--- src/rtl/uart_reg_arbiter.sv ---
// uart_reg_arbiter: shares one UART register port between two requesters.
// Runs a six-write init sequence after reset or reinit. It then grants
// accesses round-robin through a four-cycle SETUP/STROBE/CAPTURE/gap engine.
module uart_reg_arbiter #(
    parameter logic [15:0] DIVISOR = 16'h0011,
    parameter logic [7:0]  LCR_VAL = 8'h03,
    parameter logic [7:0]  FCR_VAL = 8'h00,
    parameter logic [7:0]  IER_VAL = 8'h03
) (
    input  logic       clk,
    input  logic       rst,
    input  logic       reinit,
    input  logic       r0_req,
    input  logic       r0_wr,
    input  logic [2:0] r0_addr,
    input  logic [7:0] r0_wdata,
    output logic       r0_gnt,
    output logic       r0_done,
    output logic [7:0] r0_rdata,
    input  logic       r1_req,
    input  logic       r1_wr,
    input  logic [2:0] r1_addr,
    input  logic [7:0] r1_wdata,
    output logic       r1_gnt,
    output logic       r1_done,
    output logic [7:0] r1_rdata,
    output logic       cs,
    output logic       wr,
    output logic       rd,
    output logic [2:0] a,
    output logic [7:0] din,
    input  logic [7:0] dout,
    output logic       init_done
);

    typedef enum logic [2:0] {INIT_IDLE, IDLE, SETUP, STROBE, CAPTURE} state_t;

    state_t          state, state_nxt;
    logic [2:0]      step, step_nxt;
    logic            init_done_nxt;
    logic            pend, pend_nxt;       // reinit seen mid-access, honoured in next IDLE
    logic            ptr, ptr_nxt;         // 0: r0 has priority on a tie
    logic            owner, owner_nxt;
    logic            acc_wr, acc_wr_nxt;
    logic            cs_nxt, wr_nxt, rd_nxt;
    logic [2:0]      a_nxt;
    logic [7:0]      din_nxt;
    logic [1:0]      gnt, gnt_nxt;
    logic [1:0]      done, done_nxt;
    logic [1:0][7:0] rdata, rdata_nxt;
    logic [1:0]      elig;
    logic            win;
    logic [2:0]      init_a;
    logic [7:0]      init_d;

    // The requester finishing this cycle still holds req; mask it so the other side gets a turn.
    assign elig = {r1_req, r0_req} & ~done;
    assign win  = (elig == 2'b11) ? ptr : elig[1];

    assign r0_gnt   = gnt[0];
    assign r1_gnt   = gnt[1];
    assign r0_done  = done[0];
    assign r1_done  = done[1];
    assign r0_rdata = rdata[0];
    assign r1_rdata = rdata[1];

    // Init write table: register address and data for each step.
    always_comb begin
        init_a = 3'd0;
        init_d = 8'h00;
        case (step)
            3'd0: begin init_a = 3'd3; init_d = LCR_VAL | 8'h80; end
            3'd1: begin init_a = 3'd0; init_d = DIVISOR[7:0];    end
            3'd2: begin init_a = 3'd1; init_d = DIVISOR[15:8];   end
            3'd3: begin init_a = 3'd3; init_d = LCR_VAL;         end
            3'd4: begin init_a = 3'd2; init_d = FCR_VAL;         end
            3'd5: begin init_a = 3'd1; init_d = IER_VAL;         end
            default: ;
        endcase
    end

    // Next-state, arbitration and registered bus strobes.
    always_comb begin
        state_nxt     = state;
        step_nxt      = step;
        init_done_nxt = init_done;
        pend_nxt      = pend;
        ptr_nxt       = ptr;
        owner_nxt     = owner;
        acc_wr_nxt    = acc_wr;
        a_nxt         = a;
        din_nxt       = din;
        rdata_nxt     = rdata;
        cs_nxt        = 1'b0;
        wr_nxt        = 1'b0;
        rd_nxt        = 1'b0;
        gnt_nxt       = 2'b00;
        done_nxt      = 2'b00;

        // reinit during init is dropped; during a normal access it is deferred.
        if (init_done && reinit && state != IDLE)
            pend_nxt = 1'b1;

        case (state)
            INIT_IDLE: begin
                state_nxt  = SETUP;
                cs_nxt     = 1'b1;
                acc_wr_nxt = 1'b1;
                a_nxt      = init_a;
                din_nxt    = init_d;
            end
            IDLE: begin
                if (reinit || pend) begin
                    init_done_nxt = 1'b0;
                    step_nxt      = 3'd0;
                    pend_nxt      = 1'b0;
                    state_nxt     = INIT_IDLE;
                end else if (init_done && elig != 2'b00) begin
                    state_nxt    = SETUP;
                    cs_nxt       = 1'b1;
                    owner_nxt    = win;
                    ptr_nxt      = ~win;
                    gnt_nxt[win] = 1'b1;
                    acc_wr_nxt   = win ? r1_wr    : r0_wr;
                    a_nxt        = win ? r1_addr  : r0_addr;
                    din_nxt      = win ? r1_wdata : r0_wdata;
                end
            end
            SETUP: begin
                state_nxt = STROBE;
                cs_nxt    = 1'b1;
                wr_nxt    = acc_wr;
                rd_nxt    = ~acc_wr;
            end
            STROBE: begin
                state_nxt = CAPTURE;
                cs_nxt    = 1'b1;
            end
            CAPTURE: begin
                if (!init_done) begin
                    if (step == 3'd5) begin
                        init_done_nxt = 1'b1;
                        step_nxt      = 3'd0;
                        state_nxt     = IDLE;
                    end else begin
                        step_nxt  = step + 3'd1;
                        state_nxt = INIT_IDLE;
                    end
                end else begin
                    state_nxt       = IDLE;
                    done_nxt[owner] = 1'b1;
                    if (!acc_wr)
                        rdata_nxt[owner] = dout;
                end
            end
            default: begin
                state_nxt = INIT_IDLE;
                step_nxt  = 3'd0;
            end
        endcase
    end

    // State and output registers; reset aborts any access in flight.
    always_ff @(posedge clk) begin
        if (rst) begin
            state     <= INIT_IDLE;
            step      <= 3'd0;
            init_done <= 1'b0;
            pend      <= 1'b0;
            ptr       <= 1'b0;
            owner     <= 1'b0;
            acc_wr    <= 1'b0;
            cs        <= 1'b0;
            wr        <= 1'b0;
            rd        <= 1'b0;
            a         <= 3'd0;
            din       <= 8'h00;
            gnt       <= 2'b00;
            done      <= 2'b00;
            rdata     <= '0;
        end else begin
            state     <= state_nxt;
            step      <= step_nxt;
            init_done <= init_done_nxt;
            pend      <= pend_nxt;
            ptr       <= ptr_nxt;
            owner     <= owner_nxt;
            acc_wr    <= acc_wr_nxt;
            cs        <= cs_nxt;
            wr        <= wr_nxt;
            rd        <= rd_nxt;
            a         <= a_nxt;
            din       <= din_nxt;
            gnt       <= gnt_nxt;
            done      <= done_nxt;
            rdata     <= rdata_nxt;
        end
    end

endmodule

--- config.mk ---
export PLATFORM = sky130hd
export DESIGN_NAME = uart_reg_arbiter
export DESIGN_NICKNAME = d
export VERILOG_FILES = /design/src/rtl/uart_reg_arbiter.sv
export SDC_FILE = /design/constraint.sdc
export NUM_CORES = 1
export LEC_CHECK = 0
export BUFFER_PORTS_ARGS = -buffer_cell sky130_fd_sc_hd__buf_2
export CORE_MARGIN = 2
export CORE_UTILIZATION = 25
export CTS_CLUSTER_DIAMETER = 60
export DETAILED_ROUTE_END_ITERATION = 10
export PLACE_DENSITY_LB_ADDON = 0.15
export SYNTH_ARGS = -nofsm -noshare
export SYNTH_HDL_FRONTEND = slang
export SYNTH_SLANG_ARGS = --single-unit
export TNS_END_PERCENT = 1
--- constraint.sdc ---
create_clock -name clk -period 1.5 [get_ports clk]
set_input_delay 0.225 -clock clk [delete_from_list [all_inputs] [get_ports clk]]
set_output_delay 0.225 -clock clk [all_outputs]
set_load 0.005 [all_outputs]
==> key figures, run 1 <==
CTS
  • H-tree levels: 2
  • CTS Buf Count: 5
  • Clock transition at path regs: 90 ps
  • Clk_lat worst skew: 300 ps
  • CTS tree: done
  • Clk buf depth: 2
  • CTS Sinks: 45
  • CTS root buffer: clkbuf_8

Setup path
  • CP Class: reg2reg
  • Worst r2r src: ptr
  • Critical Path Source: ptr
  • CP arrival: 1740 ps
  • Critical Path Start Type: flop
  • Largest driver fanout on the critical path: 7
  • CP endpoint kind: flop
  • Critical Path RT: 1700 ps
  • Reg2Reg Setup Slack: -40 ps

STA
  • Slew Viols, Final: 0
  • Min cycle time layout: 1542 ps
  • Final setup vio count: 3
  • Clock skew after layout: 4.954 ps
  • Rel. slew slack: 75.24%
  • Fin crit share: 102.8%
  • Fin. Hold Viols: 0
  • RSZ-0062 raised after global routing: true
  • Worst-Margin Slew: 368.6 ps
  • Achievable Freq: 0.6485 GHz
  • Final worst slack: -42.06 ps

Place
  • Final HPWL DP: 3971 um
  • GPL Wtd Cong: 0.7925
  • Port Buf Inserts: 71
  • Post-DP Area: 0.002626 mm^2
  • Cell Count Post-Placement: 393

Cells and area
  • Multi-input gate area: 0.001076 mm^2
  • Layout fillers: 812
  • Number of diodes: 0
  • Sequential cell area: 909.6 um^2
  • Layout cells sized above 1: 45.00%
  • Design area: 0.002820 mm^2
  • Non-Filler Instances: 402
  • Final net count: 337
  • Area Overhead vs Synth: 41.49%

Routing
  • Final WL: 5235 um
  • Drt first pass iters: 4
  • WL/cell: 13.02 um
  • DR vias: 1773
  • Drt initial violations: 68
  • DRC viols: 0
  • Via density: 4.410
  • Post-route ant nets: 0

Synth
  • Post-synth cell types: 52
  • Seq/Total Area, Yosys: 45.20%
  • Synth Flop Type: dfxtp_1
  • Mapped Nets: 242
  • Area share of the largest cell type after synthesis: 45.20%
  • Yosys warning count: 0
  • Post-synth EDFFs: 0
  • Mapped Area: 0.001993 mm^2
  • Post-Syn Instances: 204
  • Synth top area cells: dfxtp_1 (45%), mux2i_1 (15%), nor2_1 (6.6%), o2bb2ai_1 (2.2%), nor3_1 (2.0%)
  • Biggest area consumer among synthesized cells: dfxtp_1
  • Post-Syn Area per Cell: 9.770 um^2
  • Flops & latches, synth: 45
  • Async set-reset flop share out of synthesis: 0%

Flow run
  • Max Cap Violations: 0

Power and ir drop
  • Part of the power in registers: 53.0%
  • Clock network fraction of total power: 32.0%
  • Net switching power: 0.6339 mW
  • Leakage dissipation: 1.333 nW
  • Peak supply drop: 354.5 uV
  • Combinational power share: 15.0%
  • Pwr dens: 843.0 mW/mm^2
  • Switching part of the total: 26.66%
  • Internal cell power: 1.743 mW

Run status
  • Failing checks: negative setup slack
  • Run status: finished, violations left

Die
  • FP Rows: 32
  • Die span in x: 93.29 um
  • IO Pins: 72
  • Core area: 0.007727 mm^2
  • Die area: 0.008703 mm^2
  • Starting density of the core: 25.79%
  • DIE HEIGHT: 93.29 um

Global routing
  • Antenna violations before repair: 0
  • Largest net degree at the start of global routing: 24
  • GRT overflow: 0
  • First-pass GRT wire length: 8431 um
  • GRT Resource Usage Total: 12.55%
  • Number of global-route vias before repair: 1693

Worst hold path
  • Min-Delay Startpoint: dout[7]
  • HP Class: in2reg
metal layers:
metal	GRT usage (%)	wire length [um]	vias up
met2	18.17	2262	54
met4	4.534	76	0
met3	4.110	317	6
met1	17.32	2579	799
li1	-	-	914
met5	0	0	-
state kept, by name, indices dropped and copies added, names as in the netlist:
| name | count |
|---|---|
| state | 3 |
| ptr | 1 |
| r1_rdata | 8 |
| a | 3 |
| cs | 1 |
| rd | 1 |
| wr | 1 |
| init_done | 1 |
| step | 3 |
| done | 2 |
| pend | 1 |
| owner | 1 |
| r0_rdata | 8 |
| gnt | 2 |
| acc_wr | 1 |
| din | 8 |
area by class of cell:
cell class / count / share of cell area [%]
sequential: 45 / 32.25
clock buffer: 6 / 2.573
timing repair buffer: 101 / 21.43
multi-input combinational: 142 / 38.15
tap: 102 / 4.525
clock inverter: 2 / 0.5324
inverter: 4 / 0.5324
path summary, 6_finish.rpt:
kind / endpoint / depth (start not counted)
worst max register to register: a[1] / 5
worst max-delay path: a[1] / 5
worst min-delay path: r1_rdata[7] / 3
worst min register to register: a[2] / 1
logic make-up after synthesis:
kind of cell | count (synthesis) | share of synthesized area [%]
AND/OR/NAND/NOR | 71 | 18.21
buffers and inverters | 17 | 5.147
AO/OA/AOI/OAI | 37 | 14.19
flip-flops | 45 | 45.20
adder cells (fa/ha/maj) | 1 | 0.6276
multiplexers | 32 | 16.20
XOR/XNOR | 1 | 0.4395
worst max-delay path, cell delays in order (launching register included):
cell and delay (ps):
dfxtp_2 330, or3b_4 430, nand2_8 130, mux2i_4 270, a2111oi_4 100, a31o_1 190
placed cells by master, fill, tap and decap left out, drive strengths merged, types with 2 or more instances in the layout:
| cell | instances |
|---|---|
| a2111oi | 3 |
| a211oi | 3 |
| a21boi | 3 |
| a21oi | 5 |
| a311oi | 3 |
| a31o | 3 |
| and2 | 2 |
| and3 | 2 |
| buf | 101 |
| clkbuf | 6 |
| clkinvlp | 2 |
| dfxtp | 45 |
| inv | 4 |
| mux2 | 2 |
| mux2i | 30 |
| nand2 | 10 |
| nand3 | 2 |
| nand4 | 2 |
| nor2 | 35 |
| nor3 | 9 |
| nor3b | 3 |
| o21ai | 5 |
| o2bb2ai | 5 |
metrics by stage:
step,worst slack [ps],TNS (ps),hold slack (ps),total power [mW],utilization [%]
CTS,-34.89,-90.47,160.4,2.405,35.61
finish,-42.06,-56.64,169.8,2.377,36.50
detailed placement,-122.4,-391.3,443.6,1.608,33.99
global placement,-84.07,-249.6,442.0,1.608,33.99
global route,-107.7,-501.7,171.3,2.522,36.50
floorplan,-28.29,-175.1,368.9,1.454,-
power groups by stage:
| stage | combinational (mW) | clock, mW | sequential, mW |
|---|---|---|---|
| after floorplan | 0.172 | 0 | 1.28 |
| after global placement | 0.317 | 0 | 1.29 |
| after detailed placement | 0.319 | 0 | 1.29 |
| after CTS | 0.338 | 0.805 | 1.26 |
| after global routing | 0.392 | 0.862 | 1.27 |
| final | 0.356 | 0.760 | 1.26 |
repair_timing:
item / CTS / global route
pin swaps: 6 / 3
resized for setup: 12 / 14
endpoints found under the setup margin: 13 / 20
cloned: 0 / 0
hold buffers: 0 / 0
buffers inserted: 0 / 1
Yosys cell counts (all sizes together) (3+ instances only):
cell type / n
clkbuf: 6
nor2: 35
a211oi: 3
nor3: 9
nand2: 10
a31o: 3
a21oi: 5
mux2i: 30
dfxtp: 45
o21ai: 5
a2111oi: 3
nor3b: 3
a21boi: 3
inv: 4
a311oi: 3
o2bb2ai: 5
buf: 7
(Power assumes the default switching activity.)
==> inputs of run 2 (changes only) <==
--- a/config.mk
+++ b/config.mk
@@ -7,7 +7,7 @@
 export LEC_CHECK = 0
 export BUFFER_PORTS_ARGS = -buffer_cell sky130_fd_sc_hd__buf_2
 export CORE_MARGIN = 2
-export CORE_UTILIZATION = 25
+export CORE_UTILIZATION = 44
 export CTS_CLUSTER_DIAMETER = 60
 export DETAILED_ROUTE_END_ITERATION = 10
 export PLACE_DENSITY_LB_ADDON = 0.15
==> key figures, run 2 (synthesized netlist as in run 1, its figures left out) <==
Run status
  • Run status: finished, violations left
  • Failing checks: negative setup slack

Setup path
  • FF-to-FF End: a[1]
  • CP arrival: 1700 ps
  • Critical Path RT: 1690 ps
  • CP Class: reg2reg
  • R2R depth: 5
  • Worst r2r src: done[0]
  • Critical-path cell list: or3b_4 -> nand2_8 -> mux2i_4 -> a2111oi_2 -> a31o_1
  • Critical Path Max Stage Delay: 430 ps
  • Critical Path Start Type: flop
  • Worst path slowest cell: or3b_4
  • CP endpoint kind: flop
  • Largest driver fanout on the critical path: 8
  • Reg2Reg Setup Slack: -1 ps

Cells and area
  • Area Overhead vs Synth: 35.66%
  • Commonest non-fill, non-tap cell in the layout: buf_2
  • Most frequent cells in the layout: buf_2 (71), dfxtp_1 (41), nor2_1 (34), mux2i_1 (29), buf_4 (23)
  • Number of diodes: 0
  • Non-Filler Instances: 347
  • Final net count: 332
  • Layout cells sized above 1: 44.07%

STA
  • Clock skew after layout: 10.81 ps
  • RSZ-0062 raised after global routing: true
  • Fin crit share: 100.1%
  • Final setup vio count: 1
  • Min cycle time layout: 1501 ps
  • Final worst slack: -1.014 ps
  • Hold_ws: 169.2 ps
  • Slew Viols, Final: 0
  • Achievable Freq: 0.6662 GHz
  • Worst-Margin Slew: 327.7 ps
  • Rel. slew slack: 78.10%
  • Fin. Hold Viols: 0

Routing
  • Via density: 5.058
  • WL/cell: 13.06 um
  • Final WL: 4533 um
  • Drt initial violations: 85
  • DRC viols: 0
  • Post-route ant nets: 0
  • DR vias: 1755
  • Drt first pass iters: 4

Power and ir drop
  • Part of the power in registers: 53.8%
  • Clock network fraction of total power: 31.5%
  • Switching part of the total: 25.79%
  • Peak supply drop: 447.4 uV
  • Net switching power: 0.6047 mW
  • Pwr dens: 867.2 mW/mm^2
  • Internal cell power: 1.740 mW
  • Leakage dissipation: 1.314 nW
  • Combinational power share: 14.7%

Worst hold path
  • Hold Crit Depth: 3
  • Worst hold endpoint: r1_rdata[5]
  • Min-Delay Startpoint: dout[5]
  • HP Class: in2reg

Die
  • IO Pins: 72
  • Core area: 0.004354 mm^2
  • Die area: 0.005084 mm^2
  • FP Rows: 24
  • Die span in x: 71.31 um
  • DIE HEIGHT: 71.31 um
  • Starting density of the core: 45.78%

Global routing
  • Antenna violations before repair: 0
  • GRT Resource Usage Total: 17.99%
  • Largest net degree at the start of global routing: 27
  • GRT overflow: 0
  • Number of global-route vias before repair: 1620
  • First-pass GRT wire length: 7224 um

Place
  • GPL Wtd Cong: 0.7921
  • Final HPWL DP: 3492 um
  • Port Buf Inserts: 71
  • Cell Count Post-Placement: 339

CTS
  • Cts-stage hold buffer count: 0
  • CTS root buffer: clkbuf_8
  • CTS Buf Count: 5
  • Clock transition at path regs: 80 ps
  • Clk_lat worst skew: 300 ps
  • H-tree levels: 2
  • Clk buf depth: 2
  • CTS tree: done
  • CTS Sinks: 45

Flow run
  • Max Cap Violations: 0
run 2: layout make-up:
| class | instances | area, um^2 |
|---|---|---|
| clock buffer | 6 | 72.57 |
| clock inverter | 2 | 15.01 |
| fill | 376 | 1650 |
| inverter | 4 | 15.01 |
| multi-input combinational | 142 | 1062 |
| sequential | 45 | 905.9 |
| tap | 52 | 65.06 |
| timing repair buffer | 96 | 568.0 |
run 2: power by group through the flow:
| stage | Combinational (mW) | Sequential [mW] | Clock [mW] |
|---|---|---|---|
| after global placement | 0.323 | 1.29 | 0 |
| after global routing | 0.380 | 1.27 | 0.819 |
| after CTS | 0.334 | 1.26 | 0.763 |
| after floorplan | 0.172 | 1.28 | 0 |
| final | 0.345 | 1.26 | 0.738 |
| after detailed placement | 0.326 | 1.29 | 0 |
run 2: how the worst max path moves through the flow:
stage / from / to / cells after the start
6_report: done[0] / a[1] / 5
5_1_grt: done[1] / a[1] / 6
4_1_cts: done[0] / din[0] / 6
3_5_place_dp: done[0] / din[1] / 5
3_3_place_gp: done[0] / din[0] / 5
2_1_floorplan: done[0] / din[7] / 6
run 2: repair_timing:
| item | in CTS | in global routing |
|---|---|---|
| resized for setup | 7 | 13 |
| endpoints found under the hold margin | 0 | 0 |
| endpoints found under the setup margin | 4 | 22 |
| pin swaps | 3 | 3 |
| buffers inserted | 0 | 1 |
run 2: stage by stage:
step / power (mW) / setup TNS (ps) / util (%) / worst slack (ps) / cell area, um^2
detailed placement: 1.613 / -197.7 / 58.48 / -75.56 / 2546
global route: 2.465 / -452.2 / 62.10 / -74.68 / 2704
global placement: 1.611 / -23.63 / 58.48 / -16.14 / 2546
finish: 2.345 / -1.014 / 62.10 / -1.014 / 2704
CTS: 2.357 / 0 / 60.86 / 6.152 / 2650
floorplan: 1.454 / -175.1 / - / -28.29 / 2001
run 2: per-layer routing:
metal | up-vias | share of wire (%) | track usage (%)
met4 | 0 | 1.8 | 8.386
met5 | - | 0 | 0
li1 | 906 | - | -
met1 | 778 | 46 | 23.16
met2 | 62 | 46 | 28.19
met3 | 9 | 6.6 | 4.782
run 2: worst max-delay path: cells and delay by family, from the launching register on:
kind | cells | cell delay, ps
AOI/OAI and AO/OA | 2 | 280
muxes | 1 | 250
and+or+nand+nor | 2 | 550
DFF | 1 | 330
